===== config.mk =====
export PLATFORM = sky130hd
export DESIGN_NAME = l2_host_tag_tracker_flat
export DESIGN_NICKNAME = d
export VERILOG_FILES = /design/src/rtl/l2_pkg.sv /design/src/rtl/l2_host_tag_tracker_if.sv /design/src/rtl/l2_tag_freelist.sv /design/src/rtl/l2_host_tag_tracker.sv /design/src/flat_wrapper.sv
export SDC_FILE = /design/constraint.sdc
export NUM_CORES = 1
export LEC_CHECK = 0
export CORE_UTILIZATION = 59
export CTS_CLUSTER_DIAMETER = 50
export DETAILED_ROUTE_END_ITERATION = 12
export GPL_TIMING_DRIVEN = 0
export PLACE_DENSITY = 0.8
export SLEW_MARGIN = 40
export SYNTH_ARGS = -nofsm -noshare
export SYNTH_HDL_FRONTEND = slang
export SYNTH_SLANG_ARGS = --single-unit

===== constraint.sdc =====
create_clock -name clk -period 4.1 [get_ports clk]
set_clock_uncertainty 0.2 [all_clocks]
set_input_delay 0.615 -clock clk [delete_from_list [all_inputs] [get_ports clk]]
set_output_delay 0.615 -clock clk [all_outputs]
set_load 0.02 [all_outputs]

===== src/rtl/l2_pkg.sv =====
// Shared types and sizing for the L2 host tag tracker.
// Optional statistics build: L2_TAG_STATS_EN.
package l2_pkg;

  localparam int ADDR_WIDTH   = 64;
  localparam int NSTRMS       = 64;
  localparam int NSTRMS_WIDTH = $clog2(NSTRMS);
  localparam int NTAGS        = 32;
  localparam int TAG_WIDTH    = $clog2(NTAGS);
  localparam int FIFO_DEPTH   = 4;
  localparam int PTR_WIDTH    = $clog2(FIFO_DEPTH);
  localparam int CNT_WIDTH    = PTR_WIDTH + 1;

  typedef logic [TAG_WIDTH-1:0]    l2_tag_t;
  typedef logic [NSTRMS_WIDTH-1:0] l2_sid_t;
  typedef logic [ADDR_WIDTH-1:0]   l2_ea_t;

  typedef struct packed {
    l2_ea_t  ea;
    l2_sid_t sid;
  } l2_req_t;

endpackage


===== src/rtl/l2_host_tag_tracker_if.sv =====
// Request, host command, host response and sid response channels.
// Optional statistics build: L2_TAG_STATS_EN.
interface l2_host_tag_tracker_if;
  import l2_pkg::*;

  logic    i_req_v;
  logic    i_req_r;
  l2_sid_t i_req_sid;
  l2_ea_t  i_req_ea;
  logic    o_cmd_v;
  logic    o_cmd_r;
  l2_tag_t o_cmd_tag;
  l2_ea_t  o_cmd_ea;
  logic    i_host_v;
  logic    i_host_r;
  l2_tag_t i_host_tag;
  logic    o_rsp_v;
  logic    o_rsp_r;
  l2_sid_t o_rsp_sid;

  modport master (
    output i_req_v, i_req_sid, i_req_ea,
    output o_cmd_r, i_host_v, i_host_tag,
    output o_rsp_r,
    input  i_req_r, o_cmd_v, o_cmd_tag,
    input  o_cmd_ea, i_host_r, o_rsp_v,
    input  o_rsp_sid
  );

  modport slave (
    input  i_req_v, i_req_sid, i_req_ea,
    input  o_cmd_r, i_host_v, i_host_tag,
    input  o_rsp_r,
    output i_req_r, o_cmd_v, o_cmd_tag,
    output o_cmd_ea, i_host_r, o_rsp_v,
    output o_rsp_sid
  );

endinterface


===== src/rtl/l2_tag_freelist.sv =====
// Host tag free bitmap with lowest-index-free allocation.
// Optional statistics build: L2_TAG_STATS_EN (in-use count).
module l2_tag_freelist
  import l2_pkg::*;
(
  input  logic    clk,
  input  logic    reset,
  input  logic    alloc,
  output l2_tag_t alloc_tag,
  input  logic    rel,
  input  l2_tag_t rel_tag,
  input  l2_tag_t lookup_tag,
  output logic    in_use,
  output logic    full,
  output logic    empty
`ifdef L2_TAG_STATS_EN
  ,
  output logic [TAG_WIDTH:0] used_cnt
`endif
);

  logic [NTAGS-1:0] free_map;

  assign full   = ~|free_map;
  assign empty  = &free_map;
  assign in_use = ~free_map[lookup_tag];

`ifdef L2_TAG_STATS_EN
  assign used_cnt = (TAG_WIDTH+1)'($countones(~free_map));
`endif

  // Scan downward so the lowest free index wins.
  always_comb begin
    alloc_tag = '0;
    for (int i = NTAGS-1; i >= 0; i--)
      if (free_map[i]) alloc_tag = l2_tag_t'(i);
  end

  always_ff @(posedge clk or negedge reset) begin
    if (!reset) begin
      free_map <= '1;
    end else begin
      if (alloc) free_map[alloc_tag] <= 1'b0;
      if (rel)   free_map[rel_tag]   <= 1'b1;
    end
  end

endmodule


===== src/rtl/l2_host_tag_tracker.sv =====
// Buffers merged host reads, tags them, and maps host tags back to sids.
// Optional statistics build: L2_TAG_STATS_EN.
module l2_host_tag_tracker
  import l2_pkg::*;
(
  input  logic clk,
  input  logic reset,
  l2_host_tag_tracker_if.slave bus,
  output logic o_err,
  output logic o_busy
`ifdef L2_TAG_STATS_EN
  ,
  output logic [31:0]        o_stat_issued,
  output logic [TAG_WIDTH:0] o_stat_peak
`endif
);

  l2_req_t               mem [FIFO_DEPTH];
  logic [PTR_WIDTH-1:0]  wptr, rptr;
  logic [CNT_WIDTH-1:0]  cnt;
  l2_sid_t               sid_tbl [NTAGS];
  l2_req_t               head;
  logic                  push, load, host_acc, rel;
  logic                  cmd_v, rsp_v;
  l2_tag_t               cmd_tag, alloc_tag;
  l2_ea_t                cmd_ea;
  l2_sid_t               rsp_sid;
  logic                  tag_in_use, tags_full, tags_empty;
`ifdef L2_TAG_STATS_EN
  logic [TAG_WIDTH:0]    used_cnt;
`endif

  assign head     = mem[rptr];
  assign bus.i_req_r = cnt != CNT_WIDTH'(FIFO_DEPTH);
  assign push     = bus.i_req_v & bus.i_req_r;
  assign load     = (cnt != '0) & (~cmd_v | bus.o_cmd_r)
                  & ~tags_full;
  assign bus.i_host_r = ~rsp_v | bus.o_rsp_r;
  assign host_acc = bus.i_host_v & bus.i_host_r;
  assign rel      = host_acc & tag_in_use;

  assign bus.o_cmd_v   = cmd_v;
  assign bus.o_cmd_tag = cmd_tag;
  assign bus.o_cmd_ea  = cmd_ea;
  assign bus.o_rsp_v   = rsp_v;
  assign bus.o_rsp_sid = rsp_sid;
  assign o_busy = (cnt != '0) | ~tags_empty;

  l2_tag_freelist u_freelist (
    .clk        (clk),
    .reset      (reset),
    .alloc      (load),
    .alloc_tag  (alloc_tag),
    .rel        (rel),
    .rel_tag    (bus.i_host_tag),
    .lookup_tag (bus.i_host_tag),
    .in_use     (tag_in_use),
    .full       (tags_full),
    .empty      (tags_empty)
`ifdef L2_TAG_STATS_EN
    ,
    .used_cnt   (used_cnt)
`endif
  );

  always_ff @(posedge clk) begin
    if (push) mem[wptr] <= '{ea: bus.i_req_ea,
                             sid: bus.i_req_sid};
    if (load) sid_tbl[alloc_tag] <= head.sid;
  end

  always_ff @(posedge clk or negedge reset) begin
    if (!reset) begin
      wptr    <= '0;
      rptr    <= '0;
      cnt     <= '0;
      cmd_v   <= 1'b0;
      cmd_tag <= '0;
      cmd_ea  <= '0;
      rsp_v   <= 1'b0;
      rsp_sid <= '0;
      o_err   <= 1'b0;
    end else begin
      if (push) wptr <= wptr + 1'b1;
      if (load) rptr <= rptr + 1'b1;
      cnt <= cnt + CNT_WIDTH'(push) - CNT_WIDTH'(load);
      if (load) begin
        cmd_v   <= 1'b1;
        cmd_tag <= alloc_tag;
        cmd_ea  <= head.ea;
      end else if (bus.o_cmd_r) begin
        cmd_v <= 1'b0;
      end
      if (rel) begin
        rsp_v   <= 1'b1;
        rsp_sid <= sid_tbl[bus.i_host_tag];
      end else if (bus.o_rsp_r) begin
        rsp_v <= 1'b0;
      end
      // Unknown tags are dropped; only flag them.
      o_err <= host_acc & ~tag_in_use;
    end
  end

`ifdef L2_TAG_STATS_EN
  always_ff @(posedge clk or negedge reset) begin
    if (!reset) begin
      o_stat_issued <= '0;
      o_stat_peak   <= '0;
    end else begin
      if (cmd_v & bus.o_cmd_r)
        o_stat_issued <= o_stat_issued + 1'b1;
      if (used_cnt > o_stat_peak)
        o_stat_peak <= used_cnt;
    end
  end
`endif

endmodule


===== src/flat_wrapper.sv =====
// flat-port wrapper written by rule: the top's interface ports become plain ports
module l2_host_tag_tracker_flat import l2_pkg::*;
  (clk, reset, o_err, o_busy, bus_i_req_v, bus_i_req_sid, bus_i_req_ea, bus_o_cmd_r, bus_i_host_v, bus_i_host_tag, bus_o_rsp_r, bus_i_req_r, bus_o_cmd_v, bus_o_cmd_tag, bus_o_cmd_ea, bus_i_host_r, bus_o_rsp_v, bus_o_rsp_sid);
  l2_host_tag_tracker_if bus_i ();
  input  logic clk;
  input  logic reset;
  output logic o_err;
  output logic o_busy;
  input wire logic [$bits(bus_i.i_req_v)-1:0] bus_i_req_v;
  input wire logic [$bits(bus_i.i_req_sid)-1:0] bus_i_req_sid;
  input wire logic [$bits(bus_i.i_req_ea)-1:0] bus_i_req_ea;
  input wire logic [$bits(bus_i.o_cmd_r)-1:0] bus_o_cmd_r;
  input wire logic [$bits(bus_i.i_host_v)-1:0] bus_i_host_v;
  input wire logic [$bits(bus_i.i_host_tag)-1:0] bus_i_host_tag;
  input wire logic [$bits(bus_i.o_rsp_r)-1:0] bus_o_rsp_r;
  output wire logic [$bits(bus_i.i_req_r)-1:0] bus_i_req_r;
  output wire logic [$bits(bus_i.o_cmd_v)-1:0] bus_o_cmd_v;
  output wire logic [$bits(bus_i.o_cmd_tag)-1:0] bus_o_cmd_tag;
  output wire logic [$bits(bus_i.o_cmd_ea)-1:0] bus_o_cmd_ea;
  output wire logic [$bits(bus_i.i_host_r)-1:0] bus_i_host_r;
  output wire logic [$bits(bus_i.o_rsp_v)-1:0] bus_o_rsp_v;
  output wire logic [$bits(bus_i.o_rsp_sid)-1:0] bus_o_rsp_sid;
  assign bus_i.i_req_v = bus_i_req_v;
  assign bus_i.i_req_sid = bus_i_req_sid;
  assign bus_i.i_req_ea = bus_i_req_ea;
  assign bus_i.o_cmd_r = bus_o_cmd_r;
  assign bus_i.i_host_v = bus_i_host_v;
  assign bus_i.i_host_tag = bus_i_host_tag;
  assign bus_i.o_rsp_r = bus_o_rsp_r;
  assign bus_i_req_r = bus_i.i_req_r;
  assign bus_o_cmd_v = bus_i.o_cmd_v;
  assign bus_o_cmd_tag = bus_i.o_cmd_tag;
  assign bus_o_cmd_ea = bus_i.o_cmd_ea;
  assign bus_i_host_r = bus_i.i_host_r;
  assign bus_o_rsp_v = bus_i.o_rsp_v;
  assign bus_o_rsp_sid = bus_i.o_rsp_sid;
  l2_host_tag_tracker u_core (.clk(clk), .reset(reset), .bus(bus_i), .o_err(o_err), .o_busy(o_busy));
endmodule

## After elaboration in Yosys (flattened, before gate mapping)

Memories as Yosys holds them, arrays and structs flattened. A register that Yosys moved wholly into a read port is not among the register bits.
Cells that the tools add are included.

- $add $sub $neg: 4
- Order comparisons: 4
- Eq/ne operators: 1
- Muxes and demuxes: 48
- Bitwise gates (word level): 16
- Reduce and logical (&&, ||, !) cells: 8

Operators with widths:

| operator | count |
|---|---|
| 5-bit 2-to-1 mux | 32 |
| 32-bit 2-to-1 mux | 2 |
| 32-bit bitwise AND | 1 |
| 32-bit inverter | 1 |
| 32-bit OR | 1 |
| 32-bit AND reduction | 1 |
| 32-bit OR reduction | 1 |
| 5-bit by 6-bit < comparator with 1-bit output (second input constant) | 2 |
| 1-bit 2-to-1 mux | 11 |
| 1-bit demux with 5-bit select | 2 |
| 5-bit by 1-bit greater-or-equal comparator with 1-bit output (second input constant) | 2 |
| 1-bit bitwise AND | 6 |
| 1-bit binary-select mux with 5-bit select | 1 |
| 2-bit by 1-bit adder with 2-bit output (second input constant) | 2 |
| 1-bit inverter | 4 |
| 2-bit nonzero test | 2 |
| 3-bit by 1-bit adder with 3-bit output | 1 |
| 3-bit != test (second input constant) | 1 |
| 1-bit OR | 3 |
| 3-bit nonzero test | 1 |
| 3-bit by 1-bit subtractor with 3-bit output | 1 |
| 1-bit logical AND | 2 |
| 1-bit zero test | 1 |

- Bits in registers: 111
- RAM bits: 472
- Input port bits: 81
- Output and inout port bits: 81
- Word-level logic and storage cells: 92
- Memories: 2

Memory list:

| name | words | width | read ports | clocked after Yosys merged registers in | write ports | line | RTL |
|---|---|---|---|---|---|---|---|
| u_core.mem | 4 | 70 | 1 | 0 | 1 | l2_host_tag_tracker.sv:18 | `l2_req_t mem [FIFO_DEPTH];` |
| u_core.sid_tbl | 32 | 6 | 1 | 1 | 1 | l2_host_tag_tracker.sv:21 | `l2_sid_t sid_tbl [NTAGS];` |

## Longest topological paths before layout

- Word-level depth: 41
- Depth in mapped cells: 15
- Gate-level depth less buffers: 12

## Hierarchy

Synthesis repeated with hierarchy kept, for this count alone.

- Cell total of the unflattened synthesis: 1,269
- Area total of the unflattened synthesis: 23,447.5 µm²

Modules (own cells, without submodules):

| module | times used | cells an instance | area each (µm²) | seq. area each (µm²) |
|---|---|---|---|---|
| l2_host_tag_tracker | 1 | 1,009 | 21,114.0 | 16,300.6 |
| l2_tag_freelist | 1 | 260 | 2,333.5 | 840.8 |

## Least setup slack after synthesis

Ideal clock, no wire load.

- Path kind: reg-to-reg
- From: reg u_core.u_freelist.free_map[2]
- To: reg u_core.cnt[2]
- Library setup time: 125 ps
- Data arrival time: 3,118 ps
- Data required time: 3,775 ps
- Path slack: 658 ps
- Cell stages (with the launch flop): 16
- Buffers on the path: 3
- Clock period less this slack: 3,442 ps
- Cell sequence: dfstp_2 > buf_6 > or4_1 > buf_4 > nor4_4 > nand3_2 > nand2_4 > inv_4 > buf_2 > ha_1 > inv_1 > ha_1 > inv_1 > fa_1 > xnor2_1 > xnor2_1

- Cells in the longest elaborated chain, start to end: 3

RTL lines:

| what | line | RTL |
|---|---|---|
| from (decl) | l2_tag_freelist.sv:22 | `logic [NTAGS-1:0] free_map;` |
| from (signal assigned) | l2_tag_freelist.sv:41 | `free_map <= '1;` |
| from (signal, indexed assignment) | l2_tag_freelist.sv:43 | `if (alloc) free_map[alloc_tag] <= 1'b0;` |
| from (signal, indexed assignment) | l2_tag_freelist.sv:44 | `if (rel) free_map[rel_tag] <= 1'b1;` |
| 32-bit OR reduction | l2_tag_freelist.sv:24 | `assign full = ~\|free_map;` |
| 1-bit bitwise AND | l2_host_tag_tracker.sv:37 | `& ~tags_full;` |
| via u_core.load | l2_host_tag_tracker.sv:23 | `logic push, load, host_acc, rel;` |
| 3-bit by 1-bit subtractor with 3-bit output | l2_host_tag_tracker.sv:86 | `cnt <= cnt + CNT_WIDTH'(push) - CNT_WIDTH'(load);` |
| to (signal assigned) | l2_host_tag_tracker.sv:86 |  |
| to (decl) | l2_host_tag_tracker.sv:20 | `logic [CNT_WIDTH-1:0] cnt;` |

The timed path passes the listed nets, and every way through them passes these cells.
A chain may end at the register's enable or synchronous reset.

## Final worst setup path

- From: reg u_core.u_freelist.free_map[16]
- To: mem u_core.sid_tbl[17][0] (netlist bit) (enable)

- Cells in the longest elaborated chain, start to end: 17
- Elaborated cells between the ends (all ways): 21
- Classes of those cells: mux (19); bitwise (1); reduce/logical (1)

RTL lines:

| what | line | RTL |
|---|---|---|
| 5-bit 2-to-1 mux (17 in a row) | l2_tag_freelist.sv:36 | `if (free_map[i]) alloc_tag = l2_tag_t'(i);` |
| to (decl) | l2_host_tag_tracker.sv:21 |  |

Parallel ways exist; a longest one is shown, timed or not.

==> metrics.md <==
| Metric | Value |
|---|---|
| Outcome | `completed` |
| Via count | `12.4k` |
| GRT Overall Usage | `26.6%` |
| Final period utilization | `98.7%` |
| Inserted Clock Buffers | `57` |
| Final net count | `1508` |
| WL/cell | `26.2 um` |
| Yosys reg bits | `589` |
| Area contributors post-synth | `edfxtp_1, mux4_2, dfrtp_1` |
| Avg Vias per Cell | `6.22` |
| # diodes | `0` |
| Worst Setup SP | `u_core.u_freelist.free_map[16]$_DFF_PN1_` |
| Peak supply drop | `592 uV` |
| CTS H-Tree Depth | `2` |
| RSZ-0062 raised after global routing | `false` |
| CORE AREA | `38800 sq um` |
| Die Y-Extent | `201 um` |
| Post-synth EDFFs | `472` |
| Hold Crit Class | `input port to async pin` |
| Largest net degree at the start of global routing | `53` |
| Worst reg-to-reg setup slack | `0.05 ns` |
| Via count of the first global-routing pass | `13.1k` |
| Ys async rst share | `19.9%` |
| PwrDens | `746 nW/um^2` |
| Slew @ Worst Pin | `0.899 ns` |
| Initial antenna violation count | `3` |
| Detail Route Antenna Nets | `0` |
| Area leader, netlist | `edfxtp_1` |
| WL final | `52100 um` |
| Die area | `40400 sq um` |
| FF-to-FF Start | `u_core.u_freelist.free_map[16]$_DFF_PN1_` |
| CTS tree | `done` |
| Crit path kind | `flip-flop to flip-flop` |
| DRT Pass-1 Iters | `7` |
| Post-Synthesis Cells | `1194` |
| Root Buffer | `clkbuf_16` |
| Unique masters post-synth | `69` |
| Crit. End Element | `flip-flop` |
| Clk_lat worst skew | `0.61 ns` |
| Clock buffer depth | `3` |
| Global-route wire length before repair | `79800 um` |
| Data arrival, critical path | `4.11 ns` |
| Top cell type's share of synthesized area | `60.7%` |
| Setup ws final | `0.0545 ns` |
| FP Rows | `72` |
| Critical Path Source Type | `flip-flop` |
| Layout area overhead | `18.9%` |
| Synth Warn # | `0` |
| Final hold viol count | `0` |
| Number of port buffers | `156` |
| Synth Area per Inst | `19.6 sq um` |
| Max-cap viol count | `0` |
| Die width | `201 um` |
| Top_reg_cell synth | `edfxtp_1` |
| RD Place Congestion | `0.930` |
| Final setup fails | `0` |
| Pleak | `9.68 nW` |
| FF-to-FF path depth | `7` |
| Tot Pwr | `0.0207 W` |
| Post-CTS setup repair buffer count | `0` |
| Post-Syn Nets | `1282` |
| Setup WS pre-CTS | `0.0863 ns` |
| CP required | `4.16 ns` |
| Layout cell share with drive strength beyond 1 | `25.5%` |
| Post-synthesis sequential area ratio | `73.4%` |
| Highest clock rate | `0.247 GHz` |
| Starting density of the core | `60.2%` |
| DRC Markers | `0` |
| HPWL Detailed | `33800 um` |
| Crit-path max FO | `10` |
| Clock Pin Slew Worst Setup and Hold Paths | `0.06 ns` |
| CTS Sinks | `589` |
| # IOs | `162` |
| Post-Synthesis Cell Area | `23400 sq um` |
| GR Overflow Total | `0` |
| Reg2Reg Capture Point | `u_core.sid_tbl[17][0]$_DFFE_PP_` |
| DRT iter0 DRCs | `1173` |
| Tmin final | `4.05 ns` |
| Max Slew Vio Count | `0` |
| Slew Limit Headroom | `39.4%` |
per-stage QoR:
| stage | cell area, sq um | TNS [ns] | util [%] | std cells | hold WS, ns |
|---|---|---|---|---|---|
| 2_1_floorplan | 23400 | 0 | - | 1194 | 0.119 |
| 3_3_place_gp | 25600 | -485.24 | 65.9 | 1868 | 0.269 |
| 6_report | 27800 | 0 | 71.5 | 1987 | 0.271 |
| 4_1_cts | 27800 | 0 | 71.5 | 1987 | 0.251 |
| 5_1_grt | 27800 | 0 | 71.5 | 1987 | 0.284 |
| 3_5_place_dp | 25800 | 0 | 66.5 | 1878 | 0.276 |
logic make-up (layout without fill, tap and decap cells):
kind of cell               Yosys count  count (layout)  synth area share, %
AOI/OAI and AO/OA                  127             127                 3.96
xor gates and xnor gates             5               5                0.187
adders and majority gates            7               7                0.407
buffers and inverters               96             371                 2.01
DFF                                589             589                 73.4
muxes                              200             200                 16.2
and+or+nand+nor                    170             170                 3.82
critical path: stages (launching register included):
cell and delay (ns):
dfstp_2 0.41, or3_1 0.37, a221o_1 0.26, a31oi_1 0.47, o211ai_2 0.39, o21ai_1 0.60
clkbuf_1 0.54, and2_1 0.44
registers in the layout, indices dropped and copies added (netlist names):
| register | count |
|---|---|
| u_core.wptr | 2 |
| u_core.bus.o_rsp_v | 1 |
| u_core.bus.o_cmd_ea | 64 |
| u_core.bus.o_cmd_tag | 5 |
| u_core.cnt | 3 |
| u_core.u_freelist.free_map | 32 |
| u_core.mem | 280 |
| u_core.o_err | 1 |
| u_core.bus.o_cmd_v | 1 |
| u_core.sid_tbl | 192 |
| u_core.rptr | 2 |
| u_core.bus.o_rsp_sid | 6 |
repair_timing:
item                                   in CTS  in global routing
resized for setup                           0                  1
setup endpoints to repair                   0                  6
endpoints found under the hold margin      40                  0
hold buffers                                1                  0
worst max path at each step:
| stage | endpoint | slack [ns] |
|---|---|---|
| floorplan | u_core.cnt[2]$_DFF_PN0_ | 0.66 |
| CTS | u_core.sid_tbl[2][2]$_DFFE_PP_ | 0.07 |
| detailed placement | u_core.sid_tbl[2][2]$_DFFE_PP_ | 0.09 |
| global placement | u_core.bus.o_cmd_ea[39]$_DFFE_PN0P_ | -3.15 |
| finish | u_core.sid_tbl[17][0]$_DFFE_PP_ | 0.05 |
| global route | u_core.cnt[2]$_DFF_PN0_ | 0.03 |
cell usage after synthesis, drive strengths merged, types with 11 or more instances:
cell type,instances
edfxtp,472
nor2,38
nor3,11
mux2,70
o22ai,16
mux4,124
and2,11
buf,31
dfstp,32
o21ai,21
a22o,24
clkbuf,27
nand2,44
inv,38
o31ai,17
nand3,11
dfrtp,85
cell type report:
| type | instances | area, sq um |
|---|---|---|
| fill | 2259 | 11100 |
| sequential | 589 | 17100 |
| tap | 518 | 648 |
| inverter | 38 | 145 |
| buffer | 58 | 333 |
| clock inverter | 28 | 294 |
| multi-input combinational | 509 | 5800 |
| clock buffer | 80 | 1630 |
| timing repair buffer | 167 | 1780 |
report_power, final:
group          switching, W  internal (W)  total [W]
clock               0.00220       0.00309    0.00529
combinational       0.00367       0.00287    0.00653
sequential         0.000594       0.00831    0.00890
layout by cell type, fill, tap and decap left out, types with 10 or more instances in the layout:
| master | Yosys | final |
|---|---|---|
| o22ai_1 | 16 | 16 |
| clkbuf_1 | 26 | 40 |
| buf_2 | 14 | 20 |
| edfxtp_1 | 472 | 472 |
| nand2_1 | 43 | 43 |
| clkinv_2 | 0 | 10 |
| o31ai_1 | 17 | 17 |
| dfrtp_1 | 85 | 85 |
| dfstp_2 | 32 | 32 |
| inv_1 | 37 | 37 |
| o21ai_0 | 19 | 19 |
| nand3_1 | 10 | 10 |
| mux4_2 | 124 | 124 |
| mux2_2 | 30 | 30 |
| buf_12 | 4 | 13 |
| clkbuf_16 | 0 | 59 |
| clkdlybuf4s50_1 | 0 | 155 |
| mux2_4 | 40 | 40 |
| a22o_1 | 24 | 24 |
| nor2_1 | 38 | 37 |
per-layer routing:
layer	GRT usage (%)	share of wire [%]	wire, um	vias up
met5	0	0.050	26	-
met4	9.05	2.6	1370	4
met3	6.51	8.0	4180	108
met2	44.2	51	26400	528
met1	34.8	39	20100	6421
li1	-	-	-	5296
No activity file was read; power rests on OpenSTA's default activity.
